## src/rtl/bcd_serial_collector_pkg.sv

```systemverilog
// Shared constants and the seven-segment decoder used by the BCD collector
// and the display stage.
package bcd_pkg;

   localparam logic [3:0] E3_MIN    = 4'd3;
   localparam logic [3:0] E3_MAX    = 4'd12;
   localparam logic [3:0] E3_BIAS   = 4'd3;
   localparam logic [6:0] SEG_BLANK = 7'h00;

   // {g,f,e,d,c,b,a}, active-high; non-BCD codes blank the display
   function automatic logic [6:0] seg7_decode(input logic [3:0] d);
      logic [6:0] s;
      s = SEG_BLANK;
      case (d)
         4'd0: s = 7'h3F;
         4'd1: s = 7'h06;
         4'd2: s = 7'h5B;
         4'd3: s = 7'h4F;
         4'd4: s = 7'h66;
         4'd5: s = 7'h6D;
         4'd6: s = 7'h7D;
         4'd7: s = 7'h07;
         4'd8: s = 7'h7F;
         4'd9: s = 7'h6F;
         default: s = SEG_BLANK;
      endcase
      return s;
   endfunction

endpackage

```

## src/rtl/bcd_serial_collector_if.sv

```systemverilog
// Serial tap (X/Z) plus the published digit/status bundle.
interface bcd_serial_collector_if #(
   parameter int NDIG  = 2,
   parameter int CNT_W = 8
);
   logic                X;
   logic                Z;
   logic [3:0]          Digit;
   logic                Valid;
   logic                Err;
   logic                Mism;
   logic [6:0]          Seg;
   logic [4*NDIG-1:0]   Hist;
   logic [CNT_W-1:0]    Count;

   modport master (output X, Z,
                   input  Digit, Valid, Err, Mism, Seg, Hist, Count);
   modport slave  (input  X, Z,
                   output Digit, Valid, Err, Mism, Seg, Hist, Count);
endinterface

```

## src/rtl/bcd_serial_collector_sipo.sv

```systemverilog
// LSB-first serial-to-nibble converter; nibble is valid when frame_done is
// high and already includes the bit currently on din.
module serial_nibble_sipo (
   input  logic       Clk,
   input  logic       Rst,
   input  logic       din,
   output logic [3:0] nibble,
   output logic       frame_done
);

   logic [1:0] cnt;
   logic [2:0] sr;

   // bit position counter and storage of the first three bits
   always_ff @(posedge Clk or negedge Rst) begin
      if (!Rst) begin
         cnt <= 2'd0;
         sr  <= 3'd0;
      end else begin
         if (cnt != 2'd3) sr[cnt] <= din;
         cnt <= cnt + 2'd1;
      end
   end

   assign nibble     = {din, sr};
   assign frame_done = (cnt == 2'd3);

endmodule

```

## src/rtl/bcd_serial_collector.sv

```systemverilog
// Collects Excess-3 input and BCD output of the serial converter, checks
// each 4-bit frame and publishes digit, segments, history and count.
module bcd_serial_collector
   import bcd_pkg::*;
#(
   parameter int NDIG  = 2,
   parameter int CNT_W = 8
) (
   input logic                    Clk,
   input logic                    Rst,
   bcd_serial_collector_if.slave  bus
);

   localparam int NUM_LANES = 2;   // lane 0: X (Excess-3), lane 1: Z (BCD)

   logic [NUM_LANES-1:0]       lane_din;
   logic [NUM_LANES-1:0][3:0]  lane_nib;
   logic [NUM_LANES-1:0]       lane_done;

   assign lane_din = {bus.Z, bus.X};

   for (genvar l = 0; l < NUM_LANES; l++) begin : g_lane
      serial_nibble_sipo u_sipo (
         .Clk        (Clk),
         .Rst        (Rst),
         .din        (lane_din[l]),
         .nibble     (lane_nib[l]),
         .frame_done (lane_done[l])
      );
   end

   logic [3:0] e3, b;
   logic       frame_done;
   logic       chk_err, chk_mism, chk_good;

   assign e3         = lane_nib[0];
   assign b          = lane_nib[1];
   assign frame_done = &lane_done;   // both lanes share reset, so they agree

   // classify the frame currently completing
   always_comb begin
      chk_err  = 1'b0;
      chk_mism = 1'b0;
      chk_good = 1'b0;
      if (e3 < E3_MIN || e3 > E3_MAX) chk_err  = 1'b1;
      else if (b != e3 - E3_BIAS)     chk_mism = 1'b1;
      else                            chk_good = 1'b1;
   end

   logic [3:0]        digit;
   logic              valid, err, mism;
   logic [6:0]        seg;
   logic [4*NDIG-1:0] hist, hist_nxt;
   logic [CNT_W-1:0]  count;

   // newest digit enters at [3:0]; single-digit history is just the digit
   if (NDIG == 1) begin : g_hist1
      assign hist_nxt = b;
   end else begin : g_histn
      assign hist_nxt = {hist[4*NDIG-5:0], b};
   end

   // registered outputs: pulses last one cycle, state moves on good frames
   always_ff @(posedge Clk or negedge Rst) begin
      if (!Rst) begin
         digit <= 4'd0;
         valid <= 1'b0;
         err   <= 1'b0;
         mism  <= 1'b0;
         seg   <= SEG_BLANK;
         hist  <= '0;
         count <= '0;
      end else begin
         valid <= 1'b0;
         err   <= 1'b0;
         mism  <= 1'b0;
         if (frame_done) begin
            digit <= b;
            err   <= chk_err;
            mism  <= chk_mism;
            valid <= chk_good;
            if (chk_good) begin
               seg  <= seg7_decode(b);
               hist <= hist_nxt;
               if (count != '1) count <= count + CNT_W'(1);
            end
         end
      end
   end

   assign bus.Digit = digit;
   assign bus.Valid = valid;
   assign bus.Err   = err;
   assign bus.Mism  = mism;
   assign bus.Seg   = seg;
   assign bus.Hist  = hist;
   assign bus.Count = count;

endmodule

```

## src/flat_wrapper.sv

```systemverilog
// flat-port wrapper written by rule: the top's interface ports become plain ports
module bcd_serial_collector_flat import bcd_pkg::*;
#(
   parameter int NDIG  = 2,
   parameter int CNT_W = 8
)
  (Clk, Rst, bus_X, bus_Z, bus_Digit, bus_Valid, bus_Err, bus_Mism, bus_Seg, bus_Hist, bus_Count);
  bcd_serial_collector_if #(.NDIG(NDIG), .CNT_W(CNT_W)) bus_i ();
  input logic Clk;
  input logic Rst;
  input wire logic [$bits(bus_i.X)-1:0] bus_X;
  input wire logic [$bits(bus_i.Z)-1:0] bus_Z;
  output wire logic [$bits(bus_i.Digit)-1:0] bus_Digit;
  output wire logic [$bits(bus_i.Valid)-1:0] bus_Valid;
  output wire logic [$bits(bus_i.Err)-1:0] bus_Err;
  output wire logic [$bits(bus_i.Mism)-1:0] bus_Mism;
  output wire logic [$bits(bus_i.Seg)-1:0] bus_Seg;
  output wire logic [$bits(bus_i.Hist)-1:0] bus_Hist;
  output wire logic [$bits(bus_i.Count)-1:0] bus_Count;
  assign bus_i.X = bus_X;
  assign bus_i.Z = bus_Z;
  assign bus_Digit = bus_i.Digit;
  assign bus_Valid = bus_i.Valid;
  assign bus_Err = bus_i.Err;
  assign bus_Mism = bus_i.Mism;
  assign bus_Seg = bus_i.Seg;
  assign bus_Hist = bus_i.Hist;
  assign bus_Count = bus_i.Count;
  bcd_serial_collector #(.NDIG(NDIG), .CNT_W(CNT_W)) u_core (.Clk(Clk), .Rst(Rst), .bus(bus_i));
endmodule
```

## config.mk

```make
export PLATFORM = sky130hd
export DESIGN_NAME = bcd_serial_collector_flat
export DESIGN_NICKNAME = d
export VERILOG_FILES = /design/src/rtl/bcd_serial_collector_pkg.sv /design/src/rtl/bcd_serial_collector_if.sv /design/src/rtl/bcd_serial_collector_sipo.sv /design/src/rtl/bcd_serial_collector.sv /design/src/flat_wrapper.sv
export SDC_FILE = /design/constraint.sdc
export NUM_CORES = 1
export LEC_CHECK = 0
export BUFFER_PORTS_ARGS = -buffer_cell sky130_fd_sc_hd__buf_2
export CORE_ASPECT_RATIO = 1.4
export CORE_MARGIN = 4
export CORE_UTILIZATION = 35
export DETAILED_ROUTE_END_ITERATION = 16
export GPL_TIMING_DRIVEN = 0
export PLACE_DENSITY = 0.55
export SLEW_MARGIN = 10
export SYNTH_ARGS = -nofsm -noshare
export SYNTH_HDL_FRONTEND = slang
export SYNTH_SLANG_ARGS = --single-unit
```

## constraint.sdc

```tcl
create_clock -name Clk -period 2.7 [get_ports Clk]
set_input_delay 0.135 -clock Clk [delete_from_list [all_inputs] [get_ports Clk]]
set_output_delay 0.135 -clock Clk [all_outputs]
set_load 0.01 [all_outputs]
```

==> results.json, run 1 <==
{
  "seq_area_frac_synth_pct": 52.1,
  "cellLeakagePower_nw": 1.23,
  "start_kind": "register",
  "post_drt_wl_per_cell_um": 12.9,
  "power_density_nw_per_um2": 590,
  "ios": 34,
  "finalSetupViolCount": 0,
  "hold_depth": 3,
  "ys_seq_elements": 40,
  "cts_sinks": 40,
  "path_buf_inv": 1,
  "grt_pass1_wl_um": 6080,
  "vdd_drop_max_uv": 200,
  "worstRegToRegCells": 7,
  "grt_usage_pct": 11.4,
  "min_period_ns": 2.11,
  "cp_cell_sequence": "inv_1 > ha_1 > xor2_1 > nor2_1 > nand4b_4 > nor3_1 > mux2_2",
  "holdWs_ns": 0.146,
  "nets": 229,
  "status": "finished, final reports clean",
  "final.setup.tns_ns": 0,
  "max_freq_mhz": 473,
  "dp_hpwl_um": 2610,
  "nFillCells": 539,
  "drt_iter0_markers": 45,
  "syn2layout_area_growth_pct": 18.0,
  "critPathSlowestCell": "dfrtp_1",
  "ys_warn_count": 0,
  "hp-start": "bus_X",
  "hold_viol_final": 0,
  "clkTransAtPathRegs_ns": 0.08,
  "ant_nets": 0,
  "grt_antenna_before_repair": 0,
  "start_util_pct": 36.7,
  "grt_pass1_vias": 1241,
  "io_buffers": 32,
  "r2r-end": "u_core.bus.Count[6]",
  "cts.htree.levels": 2,
  "die_w_um": 70.6,
  "path_class": "register to register",
  "synthCells": 168,
  "fin_skew_ns": 0.00504,
  "r2r_setup_slack_ns": 0.59,
  "drive_above_1_share_pct": 25.8,
  "max_stage_delay_ns": 0.42,
  "routabilityCongestion": 0.734,
  "drt_wl_total_um": 3560,
  "grt_remaining_overflow": 0,
  "die-height_um": 95.7,
  "cp_top_family": "simple AND/OR/NAND/NOR gates",
  "max_slew_margin_pct": 41.2,
  "tightest_slew_ns": 0.883,
  "cts_inserted_buffers": 5,
  "syn_area_sq_um": 1920,
  "min_to": "u_core.g_lane[0].u_sipo.sr[0]",
  "die_area_sq_um": 6760,
  "clk_path_buf_depth": 2,
  "hold_class": "primary input to register",
  "firstDrtPassIters": 3,
  "vias": 1294,
  "worstSetupEndpointType": "register",
  "synth_cell_types": 28,
  "core_area_sq_um": 5240,
  "cts_tree": "yes",
  "regToRegStartpoint": "u_core.g_lane[0].u_sipo.sr[0]",
  "grt_setup_unrepaired": "no",
  "rows": 31,
  "worstPathRequired_ns": 2.88,
  "grt_start_max_net_pins": 41,
  "avgViaCountPerCell": 4.71,
  "crit_fanout": 8,
  "max_cap_violations": 0,
  "route.detailed.drc": 0,
  "fin_crit_sh_pct": 78.3,
  "crit_arrival_ns": 2.29,
  "syn_nets": 189,
  "avgSynthCellArea_sq_um": 11.4,
  "slew_viol_final": 0,
  "clk_latency_ns": 0.29,
  "clock-root-buffer": "clkbuf_8",
  "antenna_cells": 0
}
## cells in the final DEF, fill, tap and decap left out, types with 2 or more instances in the layout
cell type,n
a31oi_1,2
mux2_2,8
buf_2,33
clkbuf_1,3
dfrtp_1,40
ha_1,17
xor2_1,8
nor2_1,5
o21ai_0,18
nor4_1,2
nor3_1,4
clkinv_2,2
inv_1,11
a21oi_1,6
a21o_1,2
clkbuf_8,6
mux2_1,6
xnor2_1,3
nand3_1,4
nand2_1,18
## sequential cells by signal (all words and copies together), names as in the netlist, 4 cells and up
| name | count |
|---|---|
| u_core.bus.Count | 8 |
| u_core.bus.Digit | 4 |
| u_core.bus.Hist | 8 |
| u_core.bus.Seg | 7 |
| u_core.g_lane.u_sipo.cnt | 4 |
| u_core.g_lane.u_sipo.sr | 6 |
## per-layer routing
metal  global-route usage (%)  wire length (um)
met4                     3.76                34
met3                     2.74               191
met2                     19.5              1750
met1                     14.2              1580
met5                        0                 0
## where the power goes
group          internal (mW)  switching [mW]  total (mW)
combinational         0.0981           0.117       0.215
clock                  0.204           0.203       0.407
sequential             0.665          0.0507       0.716
total                  0.967           0.370        1.34
## cells by family (layout without fill, tap and decap cells)
kind of cell,after synthesis,in the layout,synth area share (%)
adders and majority gates,17,17,11.1
buffers and inverters,17,58,3.78
muxes,15,15,8.72
xor gates and xnor gates,12,12,5.86
and+or+nand+nor,38,38,10.3
DFF,40,40,52.1
AOI/OAI and AO/OA,29,29,8.20
## final cells by class
type / instances / area (sq um) / share of cell area (%)
well taps: 66 / 82.6 / 3.64
inverters: 12 / 45.0 / 1.99
multi-input cells: 111 / 848 / 37.4
flip-flops and latches: 40 / 1000 / 44.2
clock inverters: 2 / 10.0 / 0.442
clock buffers: 6 / 82.6 / 3.64
repair buffers: 33 / 170 / 7.51
plain buffers: 5 / 27.5 / 1.21
## worst reg2reg max path: stages (launching register included)
cell      delay [ns]
dfrtp_1         0.42
inv_1           0.08
ha_1            0.30
xor2_1          0.14
nor2_1          0.24
nand4b_4        0.21
nor3_1          0.26
mux2_2          0.36
## cell usage after synthesis
| master | count | area share, % |
|---|---|---|
| a21oi_1 | 6 | 1.6 |
| a21o_1 | 2 | 0.78 |
| a311o_1 | 1 | 0.52 |
| nand3_1 | 4 | 1.0 |
| buf_2 | 1 | 0.26 |
| nor3_1 | 4 | 1.0 |
| xnor2_2 | 1 | 0.85 |
| clkbuf_1 | 3 | 0.59 |
| xnor2_1 | 3 | 1.4 |
| a31oi_1 | 2 | 0.65 |
| clkinv_1 | 1 | 0.20 |
| buf_6 | 1 | 0.59 |
| xor2_1 | 8 | 3.6 |
| nand2_1 | 18 | 3.5 |
| mux2_2 | 8 | 4.7 |
| nor4_1 | 2 | 0.65 |
| nor3b_2 | 1 | 0.65 |
| mux2i_1 | 1 | 0.52 |
| mux2_1 | 6 | 3.5 |
| nand2b_1 | 1 | 0.33 |
| dfrtp_1 | 40 | 52 |
| ha_1 | 17 | 11 |
| nand4_1 | 1 | 0.33 |
| o21ai_0 | 18 | 4.7 |
| nor3_2 | 1 | 0.52 |
| nor2_1 | 5 | 0.98 |
| nand4b_4 | 1 | 1.2 |
| inv_1 | 11 | 2.1 |
## through the flow
step | setup slack (ns) | util [%] | area (sq um) | power, mW | instances
2_1_floorplan | 0.777 | - | 1920 | 0.843 | 168
3_3_place_gp | 0.573 | 41.3 | 2160 | 0.944 | 266
3_5_place_dp | 0.559 | 41.3 | 2160 | 0.950 | 266
4_1_cts | 0.535 | 43.3 | 2270 | 1.36 | 275
5_1_grt | 0.444 | 43.3 | 2270 | 1.43 | 275
6_report | 0.587 | 43.3 | 2270 | 1.34 | 275
## worst max path at each step
stage	slack, ns	cells after the start	start	to
6_report	0.59	7	u_core.g_lane[0].u_sipo.sr[0]	u_core.bus.Count[6]
5_1_grt	0.44	7	u_core.g_lane[0].u_sipo.sr[0]	u_core.bus.Count[6]
4_1_cts	0.54	7	u_core.g_lane[0].u_sipo.sr[0]	u_core.bus.Count[6]
3_5_place_dp	0.56	7	u_core.g_lane[0].u_sipo.sr[0]	u_core.bus.Count[6]
3_3_place_gp	0.57	7	u_core.g_lane[0].u_sipo.sr[0]	u_core.bus.Count[6]
2_1_floorplan	0.78	7	u_core.g_lane[0].u_sipo.sr[0]	u_core.bus.Count[6]
## repair_timing
action,CTS,global route
hold endpoints to repair,12,0
resized for setup,0,0
setup buffers,0,0
hold buffers,1,0
endpoints found under the setup margin,0,0
Power figures use the tool's default switching activity.
==> inputs of run 2 (changes only) <==
PLACE_DENSITY = 0.57   (was 0.55)
clock period = 1.7 ns   (was 2.7 ns; I/O delays follow)
==> results.json, run 2 (same netlist as run 1, synthesis figures left out) <==
{
  "clock-root-buffer": "clkbuf_8",
  "final_cell_area_sq_um": 2490,
  "start_kind": "register",
  "final_cell_mix": "39 x dfrtp_1, 33 x buf_2, 14 x o21ai_0, 14 x ha_1, 13 x nand2_1",
  "fin_skew_ns": 0.00837,
  "path_buf_inv": 3,
  "fin_ws_ns": -0.279,
  "drt_wl_total_um": 3880,
  "violations": "setup timing",
  "max_freq_mhz": 505,
  "grt_antenna_before_repair": 0,
  "cts_inserted_buffers": 5,
  "power_density_nw_per_um2": 928,
  "min_period_ns": 1.98,
  "final.setup.tns_ns": -5.11,
  "grt_remaining_overflow": 0,
  "mostFrequentLayoutCell": "dfrtp_1",
  "regArea_sq_um": 1000,
  "hp-start": "bus_X",
  "intPower_mw": 1.68,
  "grt_pass1_vias": 1383,
  "cts.htree.levels": 2,
  "ios": 34,
  "crit_fanout": 8,
  "io_buffers": 32,
  "routabilityCongestion": 0.761,
  "r2r-end": "u_core.bus.Count[5]",
  "status": "finished with violations",
  "regToRegStartpoint": "u_core.g_lane[0].u_sipo.sr[1]",
  "worstPathRequired_ns": 1.93,
  "firstDrtPassIters": 4,
  "vias": 1321,
  "vdd_drop_max_uv": 529,
  "drt_iter0_markers": 25,
  "path_class": "register to register",
  "route.detailed.drc": 0,
  "cts_sinks": 40,
  "p_sw_share_pct": 27.4,
  "power_frac_comb_pct": 16.9,
  "max_stage_delay_ns": 0.43,
  "slew_viol_final": 0,
  "drive_above_1_share_pct": 40.7,
  "nFillCells": 501,
  "fin_crit_sh_pct": 116,
  "clk_path_buf_depth": 2,
  "avgViaCountPerCell": 4.72,
  "r2r_setup_slack_ns": -0.28,
  "syn2layout_area_growth_pct": 29.8,
  "ant_nets": 0,
  "grt_pass1_wl_um": 6530,
  "grt_usage_pct": 12.4,
  "hold_depth": 3,
  "cp_cell_sequence": "inv_2 > ha_4 > inv_1 > a311o_1 > nand4b_4 > buf_6 > nor4_4 > xor2_1",
  "tightest_slew_ns": 0.887,
  "grt_start_max_net_pins": 41,
  "hold_viol_final": 0,
  "cellLeakagePower_nw": 1.32,
  "worstSetupEndpointType": "register",
  "grt_setup_unrepaired": "yes",
  "hold_class": "primary input to register",
  "die_w_um": 70.6,
  "clkPwrFrac_pct": 33.6,
  "antenna_cells": 0,
  "finalNonFillerCells": 280,
  "nets": 234,
  "cp_top_family": "simple AND/OR/NAND/NOR gates",
  "clkTransAtPathRegs_ns": 0.09,
  "start_util_pct": 36.7,
  "rows": 31,
  "core_area_sq_um": 5240,
  "place_inst": 266,
  "p_seq_share_pct": 49.5,
  "dp_hpwl_um": 2700,
  "switching_power_mw": 0.633,
  "dp_slack_ns": -0.360,
  "critPathSlowestCell": "dfrtp_1",
  "die-height_um": 95.7,
  "max_cap_violations": 0,
  "max_slew_margin_pct": 40.8,
  "die_area_sq_um": 6760,
  "worstRegToRegCells": 8,
  "finalSetupViolCount": 23,
  "clk_latency_ns": 0.30,
  "min_to": "u_core.g_lane[0].u_sipo.sr[1]",
  "crit_arrival_ns": 2.20,
  "cts_tree": "yes",
  "multi_input_area_sq_um": 991,
  "postPlaceCellArea_sq_um": 2200,
  "post_drt_wl_per_cell_um": 13.8
}
==> run 2: cell count changes in the layout (fill, tap and decap cells not counted), sizes merged <==
cell	delta
buf	+6
bufinv	+1
clkinvlp	+1
clkbuf	-2
clkinv	-1
==> run 2: stage by stage <==
step	total power, mW	utilization [%]	hold slack [ns]
2_1_floorplan	1.35	-	-0.211
3_3_place_gp	1.51	42.1	0.266
3_5_place_dp	1.52	42.1	0.265
4_1_cts	2.30	45.7	0.105
5_1_grt	2.44	47.6	0.131
6_report	2.31	47.6	0.112
==> run 2: power groups by stage <==
stage	Clock, mW	Combinational (mW)	Sequential, mW
2_1_floorplan	0	0.158	1.19
3_3_place_gp	0	0.355	1.16
3_5_place_dp	0	0.364	1.16
4_1_cts	0.797	0.367	1.14
5_1_grt	0.834	0.438	1.16
6_report	0.777	0.392	1.14
==> run 2: final cells by class <==
class / count / area share, %
Timing Repair Buffer: 38 / 8.78
Tap cell: 66 / 3.31
Sequential cell: 40 / 40.2
Clock buffer: 5 / 2.76
Clock inverter: 3 / 1.71
Multi-Input combinational cell: 111 / 39.7
Inverter: 12 / 1.81
Buffer: 5 / 1.71
==> run 2: per-layer routing <==
metal  wire (um)  track usage, %  vias to the layer above
met5           0               0                        -
met4          63            4.70                        0
met3         196            3.27                        6
met2        1980            21.9                       30
met1        1640            14.3                      634
li1            -               -                      651
==> run 2: worst register-to-register path: cells and delay by family (launching register included) <==
family                     cells  cell delay (ns)
and+or+nand+nor                2             0.52
DFF                            1             0.43
buffers and inverters          3             0.35
adders and majority gates      1             0.12
xor gates and xnor gates       1             0.17
AOI/OAI and AO/OA              1             0.32
==> run 2: worst max path at each step <==
stage	start	end	slack (ns)	depth (start not counted)
after floorplan	u_core.g_lane[0].u_sipo.sr[0]	u_core.bus.Hist[4]	-0.12	6
final	u_core.g_lane[0].u_sipo.sr[1]	u_core.bus.Count[5]	-0.28	8
after global routing	u_core.g_lane[0].u_sipo.sr[1]	u_core.bus.Count[5]	-0.40	8
after CTS	u_core.g_lane[0].u_sipo.sr[0]	u_core.bus.Count[5]	-0.30	8
after detailed placement	u_core.g_lane[1].u_sipo.cnt[0]	u_core.bus.Count[7]	-0.36	6
after global placement	u_core.g_lane[1].u_sipo.cnt[0]	u_core.bus.Count[7]	-0.34	6
==> run 2: what timing repair did <==
item,4_1_cts,5_1_grt
pin swaps,1,5
hold endpoints to repair,40,0
buffers inserted,2,2
hold buffers,1,0
gates cloned,1,0
endpoints found under the setup margin,23,23
gates resized for setup,9,29
